## config.mk

```make
export PLATFORM = sky130hd
export DESIGN_NAME = trans_dispatcher_flat
export DESIGN_NICKNAME = d
export VERILOG_FILES = /design/src/rtl/trans_pkg.sv /design/src/rtl/trans_dispatcher_if.sv /design/src/rtl/trans_fifo.sv /design/src/rtl/trans_dispatcher.sv /design/src/flat_wrapper.sv
export SDC_FILE = /design/constraint.sdc
export NUM_CORES = 2
export LEC_CHECK = 0
export CAP_MARGIN = 40
export CORE_UTILIZATION = 35
export CTS_BUF_LIST = sky130_fd_sc_hd__clkbuf_4 sky130_fd_sc_hd__clkbuf_8 sky130_fd_sc_hd__clkbuf_16
export CTS_CLUSTER_SIZE = 30
export DETAILED_ROUTE_END_ITERATION = 8
export PLACE_DENSITY_LB_ADDON = 0.08
export REMOVE_ABC_BUFFERS = 1
export SLEW_MARGIN = 20
export SYNTH_ARGS = -nofsm -noshare
export SYNTH_HDL_FRONTEND = slang
export SYNTH_SLANG_ARGS = --single-unit
```

## constraint.sdc

```tcl
create_clock -name clk -period 13.2 [get_ports clk]
set_clock_uncertainty 0.2 [all_clocks]
set_input_delay 1.32 -clock clk [delete_from_list [all_inputs] [get_ports clk]]
set_output_delay 1.32 -clock clk [all_outputs]
set_load 0.02 [all_outputs]
```

## src/rtl/trans_pkg.sv

```systemverilog
// Shared definitions for the transaction dispatcher and the validator it feeds.
package trans_pkg;

    localparam int TRANS_W         = 128;
    localparam int BIT_BLOCK_START = 9;

    typedef logic [TRANS_W-1:0] trans_t;

    typedef enum logic [1:0] {
        IDLE  = 2'd0,
        OFFER = 2'd1,
        HOLD  = 2'd2,
        WAIT  = 2'd3
    } disp_state_t;

endpackage

```

## src/rtl/trans_dispatcher_if.sv

```systemverilog
// Requester-side and validator-side signals of the dispatcher, grouped as one bus.
interface trans_dispatcher_if
    import trans_pkg::*;
#(
    parameter int N_REQ = 4
);
    trans_t [N_REQ-1:0] req_data_i;
    logic   [N_REQ-1:0] req_valid_i;
    logic   [N_REQ-1:0] req_ready_o;
    trans_t             dn_data_o;
    logic               dn_valid_o;
    logic               dn_ready_i;
    logic               acc_valid_i;

    // Requester push: req_valid_i[k] && req_ready_o[k] at a rising edge.
    // Downstream transfer: dn_valid_o && dn_ready_i at a rising edge;
    // dn_data_o is held stable while dn_valid_o is high.
    modport slave (
        input  req_data_i, req_valid_i, dn_ready_i, acc_valid_i,
        output req_ready_o, dn_data_o, dn_valid_o
    );

    modport master (
        output req_data_i, req_valid_i, dn_ready_i, acc_valid_i,
        input  req_ready_o, dn_data_o, dn_valid_o
    );
endinterface

```

## src/rtl/trans_fifo.sv

```systemverilog
// Show-ahead FIFO; pointers carry an extra wrap bit so full and empty are distinct.
module trans_fifo #(
    parameter int W     = 128,
    parameter int DEPTH = 4
) (
    input  logic         clk,
    input  logic         rst_n,
    input  logic         push,
    input  logic         pop,
    input  logic [W-1:0] wdata,
    output logic [W-1:0] rdata,
    output logic         full,
    output logic         empty
);
    localparam int AW = $clog2(DEPTH);

    logic [AW:0]  wr_q, wr_d, rd_q, rd_d;
    logic [W-1:0] mem_q [DEPTH];
    logic         do_push, do_pop;

    assign empty   = (wr_q == rd_q);
    assign full    = (wr_q[AW] != rd_q[AW]) && (wr_q[AW-1:0] == rd_q[AW-1:0]);
    assign rdata   = mem_q[rd_q[AW-1:0]];
    assign do_push = push && !full;
    assign do_pop  = pop && !empty;
    assign wr_d    = wr_q + {{AW{1'b0}}, do_push};
    assign rd_d    = rd_q + {{AW{1'b0}}, do_pop};

    always_ff @(posedge clk or negedge rst_n) begin
        if (!rst_n) begin
            wr_q <= '0;
            rd_q <= '0;
        end else begin
            wr_q <= wr_d;
            rd_q <= rd_d;
        end
    end

    // Storage needs no reset; it is only read while the FIFO is non-empty.
    always_ff @(posedge clk) begin
        if (do_push) mem_q[wr_q[AW-1:0]] <= wdata;
    end
endmodule

```

## src/rtl/trans_dispatcher.sv

```systemverilog
// Round-robin scheduler feeding one transaction at a time into the validator,
// with saturating issued/accepted counters.
module trans_dispatcher
    import trans_pkg::*;
#(
    parameter int N_REQ      = 4,
    parameter int FIFO_DEPTH = 4,
    parameter int CNT_W      = 32
) (
    input  logic               clk,
    input  logic               rst_n,
    trans_dispatcher_if.slave  bus,
    output logic [CNT_W-1:0]   cnt_issued_o,
    output logic [CNT_W-1:0]   cnt_accepted_o,
    output logic [1:0]         state_o
);
    localparam int GW = (N_REQ > 1) ? $clog2(N_REQ) : 1;

    localparam logic [1:0] S_IDLE  = IDLE;
    localparam logic [1:0] S_OFFER = OFFER;
    localparam logic [1:0] S_HOLD  = HOLD;
    localparam logic [1:0] S_WAIT  = WAIT;

    logic [1:0]       state_q, state_d;
    logic [GW-1:0]    last_grant_q, last_grant_d;
    trans_t           dn_data_q, dn_data_d;
    logic [CNT_W-1:0] issued_q, issued_d, accepted_q, accepted_d;

    logic [N_REQ-1:0] push, pop, full, empty;
    trans_t           fifo_rdata [N_REQ];
    logic             gnt_found;
    logic [GW-1:0]    gnt_idx;

    assign push            = bus.req_valid_i & ~full;
    assign bus.req_ready_o = ~full;
    assign bus.dn_valid_o  = (state_q == S_OFFER);
    assign bus.dn_data_o   = dn_data_q;
    assign cnt_issued_o    = issued_q;
    assign cnt_accepted_o  = accepted_q;
    assign state_o         = state_q;

    for (genvar k = 0; k < N_REQ; k++) begin : g_fifo
        trans_fifo #(.W(TRANS_W), .DEPTH(FIFO_DEPTH)) u_fifo (
            .clk   (clk),
            .rst_n (rst_n),
            .push  (push[k]),
            .pop   (pop[k]),
            .wdata (bus.req_data_i[k]),
            .rdata (fifo_rdata[k]),
            .full  (full[k]),
            .empty (empty[k])
        );
    end

    // Search upward from the port after last_grant, wrapping, first non-empty wins.
    always_comb begin
        gnt_found = 1'b0;
        gnt_idx   = '0;
        for (int i = 1; i <= N_REQ; i++) begin
            if (!gnt_found && !empty[(int'(last_grant_q) + i) % N_REQ]) begin
                gnt_found = 1'b1;
                gnt_idx   = GW'((int'(last_grant_q) + i) % N_REQ);
            end
        end
    end

    always_comb begin
        pop = '0;
        if (state_q == S_IDLE && gnt_found) pop[gnt_idx] = 1'b1;
    end

    always_comb begin
        state_d      = state_q;
        last_grant_d = last_grant_q;
        dn_data_d    = dn_data_q;
        issued_d     = issued_q;
        case (state_q)
            S_IDLE: begin
                if (gnt_found) begin
                    dn_data_d    = fifo_rdata[gnt_idx];
                    last_grant_d = gnt_idx;
                    state_d      = S_OFFER;
                end
            end
            S_OFFER: begin
                if (bus.dn_ready_i) begin
                    state_d = S_HOLD;
                    if (issued_q != '1) issued_d = issued_q + 1'b1;
                end
            end
            // One dead cycle so the validator can drop its idle indication.
            S_HOLD:  state_d = S_WAIT;
            S_WAIT:  if (bus.dn_ready_i) state_d = S_IDLE;
            default: state_d = S_IDLE;
        endcase
        accepted_d = (bus.acc_valid_i && accepted_q != '1) ? accepted_q + 1'b1 : accepted_q;
    end

    always_ff @(posedge clk or negedge rst_n) begin
        if (!rst_n) begin
            state_q      <= S_IDLE;
            last_grant_q <= GW'(N_REQ - 1);
            dn_data_q    <= '0;
            issued_q     <= '0;
            accepted_q   <= '0;
        end else begin
            state_q      <= state_d;
            last_grant_q <= last_grant_d;
            dn_data_q    <= dn_data_d;
            issued_q     <= issued_d;
            accepted_q   <= accepted_d;
        end
    end
endmodule

```

## src/flat_wrapper.sv

```systemverilog
// flat-port wrapper written by rule: the top's interface ports become plain ports
module trans_dispatcher_flat import trans_pkg::*;
#(
    parameter int N_REQ      = 4,
    parameter int FIFO_DEPTH = 4,
    parameter int CNT_W      = 32
)
  (clk, rst_n, cnt_issued_o, cnt_accepted_o, state_o, bus_req_data_i, bus_req_valid_i, bus_dn_ready_i, bus_acc_valid_i, bus_req_ready_o, bus_dn_data_o, bus_dn_valid_o);
  trans_dispatcher_if #(.N_REQ(N_REQ)) bus_i ();
  input  logic clk;
  input  logic rst_n;
  output logic [CNT_W-1:0] cnt_issued_o;
  output logic [CNT_W-1:0] cnt_accepted_o;
  output logic [1:0] state_o;
  input wire logic [$bits(bus_i.req_data_i)-1:0] bus_req_data_i;
  input wire logic [$bits(bus_i.req_valid_i)-1:0] bus_req_valid_i;
  input wire logic [$bits(bus_i.dn_ready_i)-1:0] bus_dn_ready_i;
  input wire logic [$bits(bus_i.acc_valid_i)-1:0] bus_acc_valid_i;
  output wire logic [$bits(bus_i.req_ready_o)-1:0] bus_req_ready_o;
  output wire logic [$bits(bus_i.dn_data_o)-1:0] bus_dn_data_o;
  output wire logic [$bits(bus_i.dn_valid_o)-1:0] bus_dn_valid_o;
  assign bus_i.req_data_i = bus_req_data_i;
  assign bus_i.req_valid_i = bus_req_valid_i;
  assign bus_i.dn_ready_i = bus_dn_ready_i;
  assign bus_i.acc_valid_i = bus_acc_valid_i;
  assign bus_req_ready_o = bus_i.req_ready_o;
  assign bus_dn_data_o = bus_i.dn_data_o;
  assign bus_dn_valid_o = bus_i.dn_valid_o;
  trans_dispatcher #(.N_REQ(N_REQ), .FIFO_DEPTH(FIFO_DEPTH), .CNT_W(CNT_W)) u_core (.clk(clk), .rst_n(rst_n), .bus(bus_i), .cnt_issued_o(cnt_issued_o), .cnt_accepted_o(cnt_accepted_o), .state_o(state_o));
endmodule
```

After elaboration in Yosys (flattened, before gate mapping)
Memories as Yosys holds them, arrays and structs flattened.
Cells that the tools add are included.
{"block": "totals", "reg_bits": 220, "latch_bits": 0, "ramBits": 2048, "rom_bits": 0, "inputBits": 520, "memories": 4}
{"memory": "u_core.g_fifo[0].u_fifo.mem_q", "depth": 4, "width": 128, "rd": 1, "rd_clocked_by_memory_dff": 0, "write_ports": 1, "line": "trans_fifo.sv:18", "rtl": "logic [W-1:0] mem_q [DEPTH];"}
{"memory": "u_core.g_fifo[1].u_fifo.mem_q", "depth": 4, "width": 128, "rd": 1, "rd_clocked_by_memory_dff": 0, "write_ports": 1, "line": "trans_fifo.sv:18"}
{"memory": "u_core.g_fifo[2].u_fifo.mem_q", "depth": 4, "width": 128, "rd": 1, "rd_clocked_by_memory_dff": 0, "write_ports": 1, "line": "trans_fifo.sv:18"}
{"memory": "u_core.g_fifo[3].u_fifo.mem_q", "depth": 4, "width": 128, "rd": 1, "rd_clocked_by_memory_dff": 0, "write_ports": 1, "line": "trans_fifo.sv:18"}
{"block": "op_classes", "addsub": 14, "mul": 0, "div_mod_pow": 0, "order_cmp": 7, "n_eq_ne": 20, "n_shift": 0, "n_mux": 38, "n_bitwise": 7, "reduce_logical": 39}
{"op": "128-bit binary-select mux with 2-bit select", "n": 1}
{"op": "128-bit 2-to-1 mux", "n": 2}
{"op": "32-bit by 1-bit adder with 32-bit output (second input constant)", "n": 2}
{"op": "32-bit != test (second input constant)", "n": 2}
{"op": "3-bit by 1-bit adder with 3-bit output", "n": 8}
{"op": "1-bit 2-to-1 mux", "n": 21}
{"op": "1-bit logical AND", "n": 18}
{"op": "3-bit by 4-bit less-than comparator with 1-bit output (second input constant)", "n": 4}
{"op": "2-bit 2-to-1 mux", "n": 7}
{"op": "1-bit logical NOT", "n": 13}
{"op": "3-bit equality test", "n": 4}
{"op": "1-bit binary-select mux with 2-bit select", "n": 4}
{"op": "2-bit equality test", "n": 4}
{"op": "2-bit case mux with 4 select lines", "n": 1}
{"op": "2-bit OR reduction", "n": 4}
{"op": "3-bit AND reduction", "n": 2}
{"op": "2-bit by 1-bit adder with 2-bit output (second input constant)", "n": 2}
{"op": "2-bit adder (second input constant)", "n": 2}
{"op": "1-bit bitwise AND (first input constant)", "n": 4}
{"op": "4-bit bitwise AND", "n": 1}
{"op": "2-bit equality test (second input constant)", "n": 2}
{"op": "4-bit 2-to-1 mux", "n": 1}
{"op": "1-bit != test", "n": 4}
{"op": "2-bit != test (second input constant)", "n": 2}
{"op": "other kinds (10)", "n": 10}

Depth between registers and ports, before layout
{"block": "logic_depth", "ltp_word": 22, "mapped_depth": 13}

Hierarchy
A second synthesis with hierarchy kept.
{"block": "hier_totals", "cells_unflattened": 3858, "area_unflattened_um2": 86998.4}
{"mod": "trans_fifo", "instances": 4, "cells_each": 699, "area_each_um2": 18929.4, "seq_area_each_um2": 15524.9}
{"mod": "trans_dispatcher", "instances": 1, "cells_each": 1062, "area_each_um2": 11280.8, "seq_area_each_um2": 4907.2}

Least setup slack after synthesis
No wires, ideal clock.
{"block": "synth_path", "path_type": "input to register", "startpoint": "input port bus_req_valid_i[2]", "endpoint": "memory u_core.g_fifo[2].u_fifo.mem_q[0][0], enable pin", "arrival_ps": 10835, "setup_slack_ps": 1367, "path_stages": 2, "path_buffers": 0, "path_cell_list": "and2_0 > nor3b_1"}
{"block": "synth_via", "elab_chain_cells": 4}
{"item": "start: declaration", "line": "flat_wrapper.sv:16", "rtl": "input wire logic [$bits(bus_i.req_valid_i)-1:0] bus_req_valid_i;"}
{"item": "4-bit bitwise AND", "line": "trans_dispatcher.sv:34", "rtl": "assign push = bus.req_valid_i & ~full;"}
{"item": "1-bit logical AND", "line": "trans_fifo.sv:24", "rtl": "assign do_push = push && !full;"}
{"item": "1-bit 2-to-1 mux", "line": "trans_fifo.sv:41", "rtl": "if (do_push) mem_q[wr_q[AW-1:0]] <= wdata;"}
{"item": "1-bit 2-to-1 mux (implied by the code)", "line": "trans_fifo.sv:41"}
{"item": "end: declaration", "line": "trans_fifo.sv:18"}
No other way between the ends.

Final worst setup path
{"block": "layout_path", "startpoint": "register u_core.g_fifo[0].u_fifo.rd_q[1]", "endpoint": "register u_core.dn_data_q[16] (netlist: u_core.bus.dn_data_o[16])"}
{"block": "layout_via", "elab_chain_cells": 17}
{"item": "start: declaration", "line": "trans_fifo.sv:17", "rtl": "logic [AW:0] wr_q, wr_d, rd_q, rd_d;"}
{"item": "start signal: assignment", "line": "trans_fifo.sv:35", "rtl": "rd_q <= rd_d;"}
{"item": "3-bit equality test", "line": "trans_fifo.sv:21", "rtl": "assign empty = (wr_q == rd_q);"}
{"item": "1-bit binary-select mux with 2-bit select", "line": "trans_dispatcher.sv:60", "rtl": "if (!gnt_found && !empty[(int'(last_grant_q) + i) % N_REQ]) begin"}
{"item": "1-bit 2-to-1 mux (implied by the code) (2 in series)", "line": "trans_dispatcher.sv:60"}
{"item": "1-bit logical NOT", "line": "trans_dispatcher.sv:60"}
{"item": "1-bit logical AND", "line": "trans_dispatcher.sv:60"}
{"item": "1-bit 2-to-1 mux", "line": "trans_dispatcher.sv:60"}
{"item": "1-bit logical NOT", "line": "trans_dispatcher.sv:60"}
{"item": "1-bit logical AND", "line": "trans_dispatcher.sv:60"}
{"item": "1-bit 2-to-1 mux", "line": "trans_dispatcher.sv:60"}
{"item": "1-bit logical NOT", "line": "trans_dispatcher.sv:60"}
{"item": "1-bit logical AND", "line": "trans_dispatcher.sv:60"}
{"item": "2-bit 2-to-1 mux", "line": "trans_dispatcher.sv:60"}
{"item": "2-bit inverter with 3-bit output (implied by the code)", "line": "trans_dispatcher.sv:80", "rtl": "dn_data_d = fifo_rdata[gnt_idx];"}
{"item": "128-bit binary-select mux with 2-bit select", "line": "trans_dispatcher.sv:80"}
{"item": "128-bit 2-to-1 mux (implied by the code) (2 in series)", "line": "trans_dispatcher.sv:80"}
{"item": "end signal: assignment", "line": "trans_dispatcher.sv:109", "rtl": "dn_data_q <= dn_data_d;"}
{"item": "end: declaration", "line": "trans_dispatcher.sv:26", "rtl": "trans_t dn_data_q, dn_data_d;"}
Several ways; a longest one is shown, not always the timed one. The select of a mux whose other input is x is not followed.
A chain may end at the register's enable or synchronous reset.

==> metrics.md <==
| Metric | Value |
|---|---|
| Worst reg2reg path depth | 10 |
| Switching Fraction | 36.1% |
| CTS Sinks | 2268 |
| Slew @ Worst Pin | 1.07 ns |
| Largest net degree at the start of global routing | 137 |
| Post-synthesis register bit count | 2268 |
| Core box area | 252000 µm² |
| CP Data Arrival Time | 6.07 ns |
| Yosys top cell by area | edfxtp_1 |
| Final WL | 278000 µm |
| Main synth FF type | edfxtp_1 |
| Gate power share | 38.1% |
| DRT iter0 DRCs | 3954 |
| Fillers | 21900 |
| GPL Wtd Cong | 0.748 |
| I/O pin total | 719 |
| Length of the first detailed-routing pass in iterations | 5 |
| TritonCTS Buffers | 276 |
| Net Switching | 10.3 mW |
| Async set-reset flop share out of synthesis | 9.70% |
| Reg2reg start | u_core.g_fifo[0].u_fifo.rd_q[1] |
| Vias in the first global route | 48800 |
| Syn Std Cell Area | 88800 µm² |
| Area delta synth->final | 23.4% |
| Max Cap Viol | 0 |
| # nets final | 5667 |
| Most numerous cell in the Yosys netlist | edfxtp_1 |
| Tmin final | 5.49 ns |
| Clk_lat worst skew | 0.92 ns |
| Type of origin of the critical path | flip-flop |
| DRC | 0 |
| Final Util | 43.5% |
| Clk network pwr share | 25.2% |
| Req. time, crit path | 13.78 ns |
| Ys Warns | 0 |
| Crit Path Max Fanout | 49 |
| Final ANT Viol Nets | 0 |
| Setup TNS | 0 ns |
| Area contributors post-synth | edfxtp_1, mux4_2, dfrtp_1, o2111a_1, o31ai_2 |
| Row count | 184 |
| Die Width | 506 µm |
| Slew HR | 28.5% |
| Worst min path class | in2async |
| Outcome | complete, no violations |
| Starting Density | 35.3% |
| Final hold slack | 0.188 ns |
| Sequential power share | 36.7% |
| GRT Total Usage | 21.7% |
| Post-synth EDFFs | 2048 |
| Hold Buf Count CTS | 0 |
| Distinct cells, synth | 54 |
| Final period util | 41.6% |
| Sequential area share after synthesis | 75.4% |
| Cells after synthesis | 4289 |
| Maximum clock path buffer count | 4 |
| Reg-to-reg slack, setup | 7.71 ns |
| Final hold vios | 0 |
| First-pass GRT wire length | 389000 µm |
| Synth cell count leaders | edfxtp_1, mux4_2, dfrtp_1 |
| Internal | 18.3 mW |
| IO buf count | 718 |
| Gr ovfl total | 0 |
| Leakage | 36.2 nW |
| H-tree depth | 5 |
| Final HPWL DP | 174000 µm |
| Initial antenna violation count | 126 |
| Pwr Density | 261 nW/µm² |
| Die area | 256000 µm² |
| Routed len/inst | 31.9 µm |
| Clk slew on worst S/H paths | 0.06 ns |
| Vias per Instance | 5.42 |
| Clock Tree Root | clkbuf_16 |
| # setup viols final | 0 |
| Die height | 506 µm |
| Setup Buffers After CTS | 0 |
| RR Endpoint | u_core.bus.dn_data_o[16] |
| Crit path from | u_core.g_fifo[0].u_fifo.rd_q[1] |
| Fmax | 0.182 GHz |
| Cts repair resizes | 0 |
| Final slew viol count | 0 |
| CTS tree | built |
| Critical path type | reg2reg |
| CP Capture Type | flip-flop |
| RSZ-0062 raised after global routing | false |
| Synth Area per Inst | 20.7 µm² |
| Post-synth top area share | 69.2% |
| Max IR drop VDD | 0.000188 V |
| Routed via count | 47200 |
| Share of post-route cells with drive strength above 1 | 23.7% |
## per-stage QoR
step           std cells  cell area [µm²]  setup slack [ns]  power (mW)
6_report            8714           110000              7.71        28.6
5_1_grt             8701           110000              7.43        29.9
4_1_cts             8669           109000              7.63        29.0
3_5_place_dp        8187           101000              7.61        21.7
3_3_place_gp        8159           100000              7.35        21.4
2_1_floorplan       3986            87600             -6.16        17.9
## sequential cells by signal (all words and copies together) (netlist names)
signal and count:
u_core.last_grant_q 2, u_core.state_o 2, u_core.cnt_accepted_o 32, u_core.cnt_issued_o 32
u_core.g_fifo.u_fifo.mem_q 2048, u_core.g_fifo.u_fifo.rd_q 12, u_core.bus.dn_data_o 128, u_core.g_fifo.u_fifo.wr_q 12
## metal layers
layer	vias to the layer above	part of all wire [%]	GRT usage (%)
met4	104	2.4	6.82
met3	499	6.8	5.65
li1	19700	-	-
met5	-	0.23	0
met1	25400	44	29.7
met2	1514	47	33.7
## kinds of logic (layout without fill, tap and decap cells)
group	Yosys count	after routing	synth area share, %
AO/OA/AOI/OAI	531	531	6.05
XOR/XNOR	81	81	0.799
adder cells (fa/ha/maj)	23	23	0.324
buffers and inverters	440	1479	2.01
flip-flops	2268	2268	75.4
multiplexers	516	516	13.0
other	0	38	0
AND/OR/NAND/NOR	430	430	2.35
## critical path, stage by stage, from the launching register on
cell      delay [ns]
dfrtp_4         0.91
xnor2_1         0.24
and3_1          0.36
nand3_4         0.45
buf_12          0.38
buf_4           0.39
o211ai_1        0.45
buf_4           0.69
buf_4           0.73
a211oi_1        0.17
o31ai_1         0.28
## cells in the final DEF, fill, tap and decap left out, types with 21 or more instances in the layout
| cell | n |
|---|---|
| nor2_1 | 21 |
| o31ai_1 | 44 |
| edfxtp_1 | 2048 |
| dfrtp_1 | 210 |
| nand3_1 | 149 |
| xor2_1 | 28 |
| buf_16 | 21 |
| o2111a_1 | 128 |
| o31ai_2 | 85 |
| o221a_2 | 41 |
| buf_12 | 22 |
| nand4_1 | 28 |
| clkinv_1 | 41 |
| a211oi_1 | 128 |
| xnor2_1 | 53 |
| clkdlybuf4s50_1 | 717 |
| o221a_1 | 87 |
| nand2_1 | 163 |
| clkbuf_16 | 282 |
| buf_4 | 99 |
| inv_1 | 137 |
| mux4_2 | 512 |
| clkbuf_4 | 80 |
| diode_2 | 38 |
| clkbuf_8 | 26 |
| ha_1 | 23 |
| clkinv_2 | 35 |
## layout make-up
type | instances | area, µm² | area share (%)
diodes | 38 | 95.1 | 0.0867
clock buffers | 388 | 8020 | 7.31
clock inverters | 94 | 613 | 0.559
inverters | 137 | 514 | 0.469
multi-input cells | 1581 | 20200 | 18.4
flip-flops and latches | 2268 | 67000 | 61.2
well taps | 3348 | 4190 | 3.82
repair buffers | 860 | 8950 | 8.17
## worst max path at each step
stage                     cells past startpoint                        end
after floorplan                               6  u_core.bus.dn_data_o[100]
after global placement                        9   u_core.bus.dn_data_o[31]
after detailed placement                     10   u_core.bus.dn_data_o[20]
after CTS                                    10   u_core.bus.dn_data_o[40]
after global routing                         10    u_core.bus.dn_data_o[9]
final                                        10   u_core.bus.dn_data_o[16]
## power by group through the flow
stage	clock network, mW	registers [mW]	logic [mW]
after global routing	7.65	10.6	11.6
after detailed placement	0	10.7	11.0
after floorplan	0	11.4	6.50
final	7.19	10.5	10.9
after CTS	7.38	10.5	11.1
after global placement	0	10.6	10.8
Power figures use the tool's default switching activity.
